$ cat src/rtl/rv_skid_pipe.sv
// -----------------------------------------------------------------------------
// rv_skid_pipe
//
// Purpose:
//   Valid/ready register pipeline built from STAGES cascaded stages. Each
//   stage is either a two-entry skid buffer whose upstream ready is a flop
//   (SKID=1, no combinational out_ready -> in_ready path), or a one-entry
//   register slice whose upstream ready is combinational (SKID=0). Beats
//   leave in arrival order. A synchronous flush drops every held beat, and
//   the block keeps a registered count of the beats it currently holds.
//
// Parameters:
//   DATA_W  payload width in bits (1..512)
//   STAGES  number of cascaded stages (1..8)
//   SKID    1 = two-entry skid stage, 0 = one-entry slice
//
// Ports:
//   clk        in   clock, all state updates on the rising edge
//   rst        in   synchronous active-high reset
//   flush      in   synchronous drop of all held beats
//   in_valid   in   upstream beat present
//   in_ready   out  block accepts the upstream beat
//   in_data    in   upstream payload
//   out_valid  out  downstream beat present
//   out_ready  in   downstream accepts the beat
//   out_data   out  downstream payload
//   occupancy  out  number of beats held (pushes minus pops)
// -----------------------------------------------------------------------------
module rv_skid_pipe #(
  parameter int DATA_W = 8,
  parameter int STAGES = 1,
  parameter int SKID   = 1,
  localparam int CAP   = STAGES * ((SKID != 0) ? 2 : 1),
  localparam int OCC_W = $clog2(CAP + 1)
) (
  input  logic              clk,
  input  logic              rst,
  input  logic              flush,
  input  logic              in_valid,
  output logic              in_ready,
  input  logic [DATA_W-1:0] in_data,
  output logic              out_valid,
  input  logic              out_ready,
  output logic [DATA_W-1:0] out_data,
  output logic [OCC_W-1:0]  occupancy
);

  typedef enum logic [1:0] {
    ST_EMPTY = 2'd0,
    ST_ONE   = 2'd1,
    ST_FULL  = 2'd2
  } skid_state_e;

  localparam logic [OCC_W-1:0] OCC_ONE = OCC_W'(1'b1);

  // Inter-stage handshake links. Index k is the upstream side of stage k;
  // index STAGES is the downstream side of the whole pipe.
  logic              w_v [0:STAGES];
  logic [DATA_W-1:0] w_d [0:STAGES];
  logic              w_r [0:STAGES];

  logic              w_accept_ok;
  logic              w_push_in;
  logic              w_pop_out;
  logic [OCC_W-1:0]  r_occ;

  // Nothing is accepted during reset or flush; the gate sits on both the
  // ready we advertise and the valid we hand to the first stage so that the
  // first stage never sees a push the upstream did not see as a transfer.
  assign w_accept_ok = ~rst & ~flush;
  assign in_ready    = w_r[0] & w_accept_ok;
  assign w_v[0]      = in_valid & w_accept_ok;
  assign w_d[0]      = in_data;
  assign w_r[STAGES] = out_ready;
  assign out_valid   = w_v[STAGES] & ~rst;
  assign out_data    = w_d[STAGES];
  assign occupancy   = r_occ;

  assign w_push_in = in_valid & in_ready;
  assign w_pop_out = out_valid & out_ready;

  for (genvar k = 0; k < STAGES; k++) begin : g_stage
    if (SKID != 0) begin : g_skid
      skid_state_e       r_state;
      skid_state_e       w_state_nxt;
      logic              r_rdy;
      logic [DATA_W-1:0] r_main;
      logic [DATA_W-1:0] r_skid;
      logic              w_push;
      logic              w_pop;
      logic              w_ld_main_in;
      logic              w_ld_main_skid;
      logic              w_ld_skid;

      assign w_push = w_v[k] & r_rdy;
      assign w_pop  = (r_state != ST_EMPTY) & w_r[k+1];

      // State register; ready is re-registered from the next state so the
      // upstream ready is a pure flop output.
      always_ff @(posedge clk) begin
        if (rst) begin
          r_state <= ST_EMPTY;
          r_rdy   <= 1'b1;
        end else if (flush) begin
          r_state <= ST_EMPTY;
          r_rdy   <= 1'b1;
        end else begin
          r_state <= w_state_nxt;
          r_rdy   <= (w_state_nxt != ST_FULL);
        end
      end

      // Next-state decode for the EMPTY / ONE / FULL occupancy of this stage.
      always_comb begin
        w_state_nxt = r_state;
        case (r_state)
          ST_EMPTY: begin
            if (w_push) begin
              w_state_nxt = ST_ONE;
            end else begin
              w_state_nxt = ST_EMPTY;
            end
          end
          ST_ONE: begin
            if (w_push && !w_pop) begin
              w_state_nxt = ST_FULL;
            end else if (!w_push && w_pop) begin
              w_state_nxt = ST_EMPTY;
            end else begin
              w_state_nxt = ST_ONE;
            end
          end
          ST_FULL: begin
            if (w_pop) begin
              w_state_nxt = ST_ONE;
            end else begin
              w_state_nxt = ST_FULL;
            end
          end
          default: begin
            w_state_nxt = ST_EMPTY;
          end
        endcase
      end

      // Output decode: which payload register loads from where this cycle.
      // In FULL no push can occur because r_rdy is low.
      always_comb begin
        w_ld_main_in   = 1'b0;
        w_ld_main_skid = 1'b0;
        w_ld_skid      = 1'b0;
        case (r_state)
          ST_EMPTY: begin
            w_ld_main_in = w_push;
          end
          ST_ONE: begin
            w_ld_main_in = w_push & w_pop;
            w_ld_skid    = w_push & ~w_pop;
          end
          ST_FULL: begin
            w_ld_main_skid = w_pop;
          end
          default: begin
            w_ld_main_in   = 1'b0;
            w_ld_main_skid = 1'b0;
            w_ld_skid      = 1'b0;
          end
        endcase
      end

      // Payload registers: cleared by reset, frozen during flush, otherwise
      // loaded only on an accepted transfer.
      always_ff @(posedge clk) begin
        if (rst) begin
          r_main <= '0;
          r_skid <= '0;
        end else if (!flush) begin
          if (w_ld_main_in) begin
            r_main <= w_d[k];
          end else if (w_ld_main_skid) begin
            r_main <= r_skid;
          end
          if (w_ld_skid) begin
            r_skid <= w_d[k];
          end
        end
      end

      assign w_r[k]   = r_rdy;
      assign w_v[k+1] = (r_state != ST_EMPTY);
      assign w_d[k+1] = r_main;
    end else begin : g_slice
      logic              r_vld;
      logic [DATA_W-1:0] r_data;
      logic              w_rdy;
      logic              w_push;

      // Ready passes straight through from downstream when the slot is held.
      assign w_rdy  = ~r_vld | w_r[k+1];
      assign w_push = w_v[k] & w_rdy;

      // Valid flag: set on push, cleared on a pop without a push.
      always_ff @(posedge clk) begin
        if (rst) begin
          r_vld <= 1'b0;
        end else if (flush) begin
          r_vld <= 1'b0;
        end else if (w_push) begin
          r_vld <= 1'b1;
        end else if (w_r[k+1]) begin
          r_vld <= 1'b0;
        end
      end

      // Payload register: cleared by reset, loaded only on a push.
      always_ff @(posedge clk) begin
        if (rst) begin
          r_data <= '0;
        end else if (w_push && !flush) begin
          r_data <= w_d[k];
        end
      end

      assign w_r[k]   = w_rdy;
      assign w_v[k+1] = r_vld;
      assign w_d[k+1] = r_data;
    end
  end

  // Held-beat counter; internal stage-to-stage moves do not change the total.
  always_ff @(posedge clk) begin
    if (rst) begin
      r_occ <= '0;
    end else if (flush) begin
      r_occ <= '0;
    end else begin
      case ({w_push_in, w_pop_out})
        2'b10:   r_occ <= r_occ + OCC_ONE;
        2'b01:   r_occ <= r_occ - OCC_ONE;
        default: r_occ <= r_occ;
      endcase
    end
  end

endmodule

$ cat config.mk
export PLATFORM = sky130hd
export DESIGN_NAME = rv_skid_pipe
export DESIGN_NICKNAME = d
export VERILOG_FILES = /design/src/rtl/rv_skid_pipe.sv
export SDC_FILE = /design/constraint.sdc
export NUM_CORES = 1
export LEC_CHECK = 0
export BUFFER_PORTS_ARGS = -buffer_cell sky130_fd_sc_hd__buf_4
export CAP_MARGIN = 20
export CORE_ASPECT_RATIO = 1.25
export CORE_MARGIN = 10
export CORE_UTILIZATION = 51
export CTS_CLUSTER_DIAMETER = 120
export CTS_CLUSTER_SIZE = 20
export DETAILED_ROUTE_END_ITERATION = 8
export PLACE_DENSITY_LB_ADDON = 0.08
export SETUP_SLACK_MARGIN = 0.3
export SYNTH_ARGS = -nofsm -noshare
export SYNTH_HDL_FRONTEND = slang
export SYNTH_SLANG_ARGS = --single-unit
$ cat constraint.sdc
create_clock -name clk -period 2.38 [get_ports clk]
set_input_delay 0.119 -clock clk [delete_from_list [all_inputs] [get_ports clk]]
set_output_delay 0.119 -clock clk [all_outputs]
set_load 0.02 [all_outputs]
==> results of run 1 <==
==> critical path: cells and delay by family, from the launching register on <==
family,cells,cell delay [ns]
AO/OA/AOI/OAI,2,0.66
flip-flops,1,0.58
AND/OR/NAND/NOR,2,0.50
==> area by class of cell <==
type | count | area (um2) | share of cell area, %
repair buffers | 27 | 203 | 16.1
clock buffers | 4 | 26.3 | 2.09
well taps | 20 | 25.0 | 1.99
multi-input cells | 80 | 563 | 44.8
flip-flops and latches | 21 | 420 | 33.5
inverters | 5 | 18.8 | 1.49
==> final timing paths <==
| kind | startpoint | cells past startpoint | end |
|---|---|---|---|
| worst max-delay path | g_stage[0].g_skid.r_state[1] | 4 | out_data[5] |
| worst min-delay path | flush | 2 | g_stage[0].g_skid.r_state[0] |
| worst max register to register | g_stage[0].g_skid.r_state[1] | 4 | out_data[5] |
| worst min register to register | g_stage[0].g_skid.r_skid[1] | 2 | g_stage[0].g_skid.r_skid[1] |
==> through the flow <==
step / cell area (um2) / hold WS (ns) / worst slack (ns) / instances / util [%]
floorplan: 1050 / 0.191 / 0.410 / 115 / -
finish: 1260 / 0.0522 / 0.501 / 157 / 63.4
global placement: 1230 / 0.362 / 0.517 / 153 / 61.9
global route: 1260 / 0.0469 / 0.335 / 157 / 63.4
CTS: 1250 / 0.0501 / 0.366 / 157 / 63.2
detailed placement: 1230 / 0.376 / 0.409 / 153 / 61.9
==> layout by cell type, fill, tap and decap left out <==
cell	instances
nor2_1	12
or2_1	1
o21a_4	1
nand4bb_1	1
xor2_1	1
nor3_4	1
a31oi_1	1
nand3_1	7
a211oi_2	1
inv_1	5
dfxtp_1	21
ha_1	3
o31ai_2	1
o32a_1	1
nor3b_1	2
xnor2_1	2
o21ai_0	11
buf_4	27
a311oi_1	7
nand2_1	3
nand4bb_2	1
and4bb_2	1
clkbuf_4	3
mux2i_1	8
nor3_1	12
o21ai_2	2
clkbuf_1	1
==> logic make-up (layout without fill, tap and decap cells) <==
logic type	count (synthesis)	after routing
AO/OA/AOI/OAI	25	25
flip-flops	21	21
AND/OR/NAND/NOR	41	41
multiplexers	8	8
XOR/XNOR	3	3
adder cells (fa/ha/maj)	3	3
buffers and inverters	14	36
==> layer usage <==
layer  track usage (%)  vias up
met1              12.4      433
met2              21.9       16
met3              2.86        2
met5                 0        -
met4              3.67        0
li1                  -      459
==> state kept, by name (all words and copies together), names as in the netlist <==
| name | count |
|---|---|
| g_stage.g_skid.r_rdy | 1 |
| g_stage.g_skid.r_state | 2 |
| occupancy | 2 |
| g_stage.g_skid.r_skid | 8 |
| out_data | 8 |
==> synth_stat cells (3+ instances only) <==
master	number	area share, %
inv_1	5	1.8
nor3_1	12	5.7
ha_1	3	3.6
buf_2	4	1.9
o21ai_0	12	5.7
dfxtp_1	21	40
clkbuf_1	3	1.1
a311oi_1	7	5.8
mux2i_1	8	7.6
nand3_1	7	3.3
nand2_1	3	1.1
nor2_1	12	4.3
==> power groups by stage <==
stage	registers [mW]	logic, mW	clock network (mW)
finish	0.364	0.0864	0.169
CTS	0.364	0.0874	0.174
detailed placement	0.372	0.0874	0
global route	0.366	0.0951	0.189
global placement	0.372	0.0862	0
floorplan	0.381	0.0414	0
==> flow_summary.ini, run 1 <==
[status]
status = complete, no violations

[setup_path]
critPathCaptureType = register
cpPeakStageDelay_ns = 0.58
critPathArrivalTime_ns = 2.05
cp_max_fo = 12
cp_cell_sequence = nand2_1, o31ai_2, or2_1, a311oi_1
cp_slowest_cell = dfxtp_1
crit_required_ns = 2.55
crit_type = reg -> reg
worstSetupStartpointType = register
rrSetupSlack_ns = 0.50

[final_layout]
drive_gt1_share_pct = 27.7
final_nets = 154
syn_to_final_growth_pct = 19.4
n_antenna_cell = 0
fill_cells = 185

[power]
cellLeakagePower_nw = 0.475
p_switching_mw = 0.154
power.total_mw = 0.619
power_frac_comb_pct = 14.0
seq_power_share_pct = 58.8
ir_drop_uv = 419
switching_share_pct = 24.9
p_clk_share_pct = 27.2
p_int_mw = 0.465
powerDensity_nw_per_um2 = 493

[die]
io_pins = 25
rows = 18
core-area_um2 = 1980
die_x_um = 60.6
start_util_pct = 53.1
die_h_um = 70.8
dieArea_um2 = 4290

[yosys]
synth_seq_cells = 21
synth_fp_nets = 131
ys_seq_area_share_pct = 40.0
synth_top_family_by_area = simple AND/OR/NAND/NOR gates
postSynthCellCount = 115
synthFlopType = dfxtp_1
synth-simple-area-share_pct = 21.8
postSynthAreaPerCell_um2 = 9.15
yosysWarnings = 0
ys_types = 27
synth_compound_area_share_pct = 17.7
synthXorXnorAreaFrac_pct = 2.50
synth_adder_area_share_pct = 3.57
synth_edf_count = 0
synth_mux_area_share_pct = 7.61
synthArstFlopShare_pct = 0
synth_area_um2 = 1050

[clocking]
post_cts.repair.setup_buffers = 0
clock_tree.root_cell = clkbuf_4
clk_pin_slew_ns = 0.12
clock_sinks = 21
clk_path_buf_depth = 2
clock_latency_ns = 0.30
htreeDepth = 1
cts_inserted_buffers = 3
ctsResizeCount = 0
hold_buffers = 0
cts_tree = yes

[drt]
vias_per_cell = 5.80
drt-met1-wl_um = 1010
post_drt_wl_per_cell_um = 15.5
drt_wl_total_um = 2430
drtIter0Drc = 17
first_pass_iters = 4
dr_wl_met2_um = 1300
vias = 910
dr_wl_met3_um = 98
routed.top_layer = met4
ant_nets = 0
drcViolationCount = 0

[sta]
drv_slew = 0
setup_viol = 0
fmax_mhz = 532
fin_crit_ns = 1.88
period_share_pct = 78.9
final_hold_viol_count = 0
finalSetupTns_ns = 0
fin_worst_skew_ns = 0.0107
rsz0062_at_grt = false
relSlewSlack_pct = 60.2
worst_slew_pin_slew_ns = 0.593

[global_route]
overflow = 0
track_usage_pct = 11.9
grt_max_degree = 25
antenna_found_initial = 0
grt_pass1_vias = 965
grt_pass1_wl_um = 4160

[place]
hpwl_um = 1790
io_buffers = 24
finalWeightedCongestion = 0.879

[worst_hold_path]
holdCritPathClass = in -> reg

[job]
drv_cap = 0
Power figures use the tool's default switching activity.
==> run 2: changes to the inputs <==
==> constraint.sdc (replaced) <==
create_clock -name clk -period 1.8 [get_ports clk]
set_input_delay 0.09 -clock clk [delete_from_list [all_inputs] [get_ports clk]]
set_output_delay 0.09 -clock clk [all_outputs]
set_load 0.02 [all_outputs]
==> flow_summary.ini, run 2 (same netlist as run 1, synthesis figures left out) <==
[drt]
vias = 954
first_pass_iters = 5
drtIter0Drc = 31
ant_nets = 0
vias_per_cell = 5.89
drcViolationCount = 0
post_drt_wl_per_cell_um = 16.6
drt_wl_total_um = 2700

[clocking]
clock_latency_ns = 0.31
cts_inserted_buffers = 3
hold_buffers = 0
htreeDepth = 1
clock_sinks = 21
cts_tree = yes
clk_pin_slew_ns = 0.12
clock_tree.root_cell = clkbuf_4
clk_path_buf_depth = 2

[status]
status = complete, no violations

[setup_path]
worstSetupStartpointType = register
critPathCaptureType = register
cp_slowest_cell = dfxtp_4
critPathArrivalTime_ns = 1.78
crit_family = simple AND/OR/NAND/NOR gates
crit_required_ns = 2.01
cp_num_buf_inv = 1
cp_cell_sequence = o21ai_4, buf_4, ha_2, and4bb_4, mux2i_1, nor2_1
cp_max_fo = 8
cpPeakStageDelay_ns = 0.38
crit_type = reg -> reg

[sta]
fin_ws_ns = 0.226
worst_slew_pin_slew_ns = 0.269
fmax_mhz = 635
drv_slew = 0
rsz0062_at_grt = true
fin_crit_ns = 1.57
relSlewSlack_pct = 81.9
period_share_pct = 87.4
final_hold_viol_count = 0
setup_viol = 0
fin_worst_skew_ns = 0.00419
finalSetupTns_ns = 0

[place]
io_buffers = 24
finalWeightedCongestion = 0.828
dp_slack_ns = 0.0846
placed_area_um2 = 1290
hpwl_um = 1910

[power]
p_clk_share_pct = 27.8
ir_drop_uv = 577
switching_share_pct = 26.8
powerDensity_nw_per_um2 = 601
seq_power_share_pct = 56.5
p_switching_mw = 0.228
p_int_mw = 0.624
cellLeakagePower_nw = 0.522
power_frac_comb_pct = 15.8

[global_route]
grt_pass1_wl_um = 4410
track_usage_pct = 12.9
overflow = 0
antenna_found_initial = 0
grt_pass1_vias = 988
grt_max_degree = 24

[final_layout]
final_nets = 159
fin_area_um2 = 1420
layout_common_cells = buf_4 (31), dfxtp_1 (18), nor2_1 (12)
n_antenna_cell = 0
final_common_cell = buf_4
drive_gt1_share_pct = 43.0
fill_cells = 152
syn_to_final_growth_pct = 34.7
final_util_pct = 71.5

[die]
die_x_um = 60.6
rows = 18
start_util_pct = 53.1
die_h_um = 70.8
core-area_um2 = 1980
io_pins = 25
dieArea_um2 = 4290

[worst_hold_path]
holdCritPathClass = in -> reg

[job]
drv_cap = 0
run 2: area by class of cell:
class                   instances  area, um2  share of cell area (%)
clock buffers                   4       26.3                    1.85
well taps                      20       25.0                    1.77
flip-flops and latches         21        427                    30.1
repair buffers                 32        244                    17.2
multi-input cells              80        677                    47.7
inverters                       5       18.8                    1.32
run 2: power by group through the flow:
| stage | Sequential (mW) | Combinational [mW] | Clock, mW |
|---|---|---|---|
| 3_5_place_dp | 0.493 | 0.122 | 0 |
| 6_report | 0.481 | 0.134 | 0.237 |
| 4_1_cts | 0.481 | 0.129 | 0.245 |
| 3_3_place_gp | 0.492 | 0.120 | 0 |
| 5_1_grt | 0.483 | 0.145 | 0.266 |
| 2_1_floorplan | 0.504 | 0.0585 | 0 |
run 2: path summary, 6_finish.rpt:
path / startpoint / to / slack (ns) / depth (start not counted)
worst min-delay path: flush / g_stage[0].g_skid.r_state[0] / 0.02 / 2
worst min register to register: g_stage[0].g_skid.r_skid[4] / g_stage[0].g_skid.r_skid[4] / 0.51 / 2
worst max-delay path: g_stage[0].g_skid.r_state[1] / g_stage[0].g_skid.r_skid[6] / 0.23 / 6
worst max register to register: g_stage[0].g_skid.r_state[1] / g_stage[0].g_skid.r_skid[6] / 0.23 / 6
run 2: worst reg2reg max path: stages, from the launching register on:
cell,delay [ns]
dfxtp_4,0.38
o21ai_4,0.13
buf_4,0.13
ha_2,0.17
and4bb_4,0.36
mux2i_1,0.22
nor2_1,0.06
run 2: stage by stage:
| step | hold WS, ns | std cells | power, mW |
|---|---|---|---|
| after detailed placement | 0.344 | 156 | 0.614 |
| final | 0.0169 | 162 | 0.852 |
| after global routing | 0.0140 | 162 | 0.893 |
| after global placement | 0.337 | 156 | 0.613 |
| after floorplan | 0.162 | 115 | 0.562 |
| after CTS | 0.0105 | 162 | 0.855 |
run 2: repair_timing:
action / in CTS / in global routing
pin swaps: 6 / 8
resized for setup: 13 / 8
endpoints found under the setup margin: 16 / 17
setup buffers: 2 / 0
hold endpoints to repair: 0 / 0
run 2: per-layer routing:
metal  vias up  wire (um)  global-route usage [%]
met5         -          0                       0
met4         0         46                    6.85
met3         5        154                    4.64
met2        21       1440                    21.0
met1       457       1060                    14.0
li1        471          -                       -
==> run 3: changes to the inputs <==
==> constraint.sdc (replaced) <==
create_clock -name clk -period 1.8 [get_ports clk]
set_input_delay 0.27 -clock clk [delete_from_list [all_inputs] [get_ports clk]]
set_output_delay 0.27 -clock clk [all_outputs]
set_load 0.02 [all_outputs]
==> flow_summary.ini, run 3 (same netlist as run 1, synthesis figures left out) <==
[clocking]
htreeDepth = 1
clock_sinks = 21
clk_pin_slew_ns = 0.12
clock_latency_ns = 0.32
clock_tree.root_cell = clkbuf_4
clk_path_buf_depth = 2
cts_inserted_buffers = 3
cts_tree = yes

[sta]
fin_ws_ns = 0.227
setup_viol = 0
relSlewSlack_pct = 75.5
fin_worst_skew_ns = 0.0124
period_share_pct = 87.4
drv_slew = 0
fin_crit_ns = 1.57
whs_ns = 0.191
worst_slew_pin_slew_ns = 0.367
finalSetupTns_ns = 0
final_hold_viol_count = 0
rsz0062_at_grt = true
fmax_mhz = 636

[global_route]
antenna_found_initial = 0
track_usage_pct = 14.1
grt-busiest-layer = met2
use_met1_pct = 15.8
grt_pass1_wl_um = 4890
overflow = 0
grt_max_degree = 24
met2_usage_pct = 24.7
grt_pass1_vias = 1046
use_met3_pct = 2.50

[drt]
post_drt_wl_per_cell_um = 16.9
ant_nets = 0
vias = 960
drtIter0Drc = 40
first_pass_iters = 4
drcViolationCount = 0
vias_per_cell = 5.89
drt_wl_total_um = 2760

[place]
io_buffers = 24
finalWeightedCongestion = 0.813
place_inst = 157
hpwl_um = 2000
dp_slack_ns = 0.0678

[die]
io_pins = 25
dieArea_um2 = 4290
die_x_um = 60.6
core-area_um2 = 1980
start_util_pct = 53.1
die_h_um = 70.8
rows = 18

[setup_path]
endpoint = out_data[7]
worstRegToRegCells = 7
cp_num_buf_inv = 1
critPathArrivalTime_ns = 1.80
cpPeakStageDelay_ns = 0.36
r2r-start = g_stage[0].g_skid.r_state[1]
r2r_end = out_data[7]
cp_slowest_cell = dfxtp_2
rrSetupSlack_ns = 0.23
crit_required_ns = 2.02
cp_max_fo = 8
critPathCaptureType = register
cp-startpoint = g_stage[0].g_skid.r_state[1]
crit_family = compound AO/OA/AOI/OAI gates
worstSetupStartpointType = register
crit_type = reg -> reg
cp_cell_sequence = o21ai_4, inv_2, ha_4, nand4bb_4, o31ai_4, or2_4, a311oi_1
cp.depth = 7

[power]
powerDensity_nw_per_um2 = 599
cellLeakagePower_nw = 0.512
ir_drop_uv = 438
power.total_mw = 0.852

[final_layout]
syn_to_final_growth_pct = 35.2
drive_gt1_share_pct = 42.7
regArea_um2 = 424
n_antenna_cell = 0
final_nets = 160
multiInputGateArea_um2 = 662
layout_common_cells = buf_4 (29), dfxtp_1 (18), nor3_1 (12)
final_cells = 163
final_common_cell = buf_4
fill_cells = 157

[status]
status = complete, no violations

[job]
drv_cap = 0

[worst_hold_path]
holdCritPathClass = in -> reg
## run 3: changes by cell type in the layout (fill, tap and decap cells not counted), moves of 2 or more
| cell | previous run | this run |
|---|---|---|
| nor3_1 | 10 | 12 |
| nor3_2 | 2 | 0 |
| buf_6 | 1 | 3 |
| buf_4 | 31 | 29 |
## run 3: how the worst min path moves through the flow
| stage | start | end | slack, ns | cells past startpoint |
|---|---|---|---|---|
| final | in_data[5] | g_stage[0].g_skid.r_skid[5] | 0.19 | 3 |
| after global routing | in_data[5] | g_stage[0].g_skid.r_skid[5] | 0.21 | 3 |
| after CTS | in_data[5] | g_stage[0].g_skid.r_skid[5] | 0.20 | 3 |
| after detailed placement | g_stage[0].g_skid.r_skid[6] | g_stage[0].g_skid.r_skid[6] | 0.48 | 2 |
| after global placement | g_stage[0].g_skid.r_skid[1] | g_stage[0].g_skid.r_skid[1] | 0.47 | 2 |
| after floorplan | rst | out_data[0] | 0.34 | 1 |
## run 3: worst register-to-register path: stages (launching register included)
cell and delay, ns:
dfxtp_2 0.36, o21ai_4 0.18, inv_2 0.06, ha_4 0.17, nand4bb_4 0.09, o31ai_4 0.08, or2_4 0.30, a311oi_1 0.22
## run 3: layout make-up
type | count | share of cell area (%)
well taps | 20 | 1.76
repair buffers | 33 | 18.7
flip-flops and latches | 21 | 29.8
inverters | 5 | 1.32
clock buffers | 4 | 1.85
multi-input cells | 80 | 46.5
## run 3: power by group
group          switching (mW)  total [mW]  leakage (nW)  internal [mW]
sequential            0.00640       0.482         0.171          0.475
clock                   0.146       0.233        0.0150         0.0867
combinational          0.0722       0.137         0.326         0.0650
total                   0.225       0.852         0.512          0.627
## run 3: per-stage QoR
step	utilization (%)	cell area, um2
after CTS	69.9	1390
after detailed placement	65.9	1310
after global placement	65.9	1310
final	71.8	1420
after floorplan	-	1130
after global routing	71.8	1420
## run 3: repair_timing
item | CTS | global route
pin swaps | 0 | 2
gates resized for setup | 11 | 6
hold buffers | 0 | 0
setup endpoints to repair | 17 | 18
setup buffers | 1 | 1
## run 3: layer usage
layer	wire length, um	vias up	share of wire, %
met4	44	0	1.6
met2	1500	22	54
met3	138	5	5.0
li1	-	473	-
met5	0	-	0
met1	1080	460	39
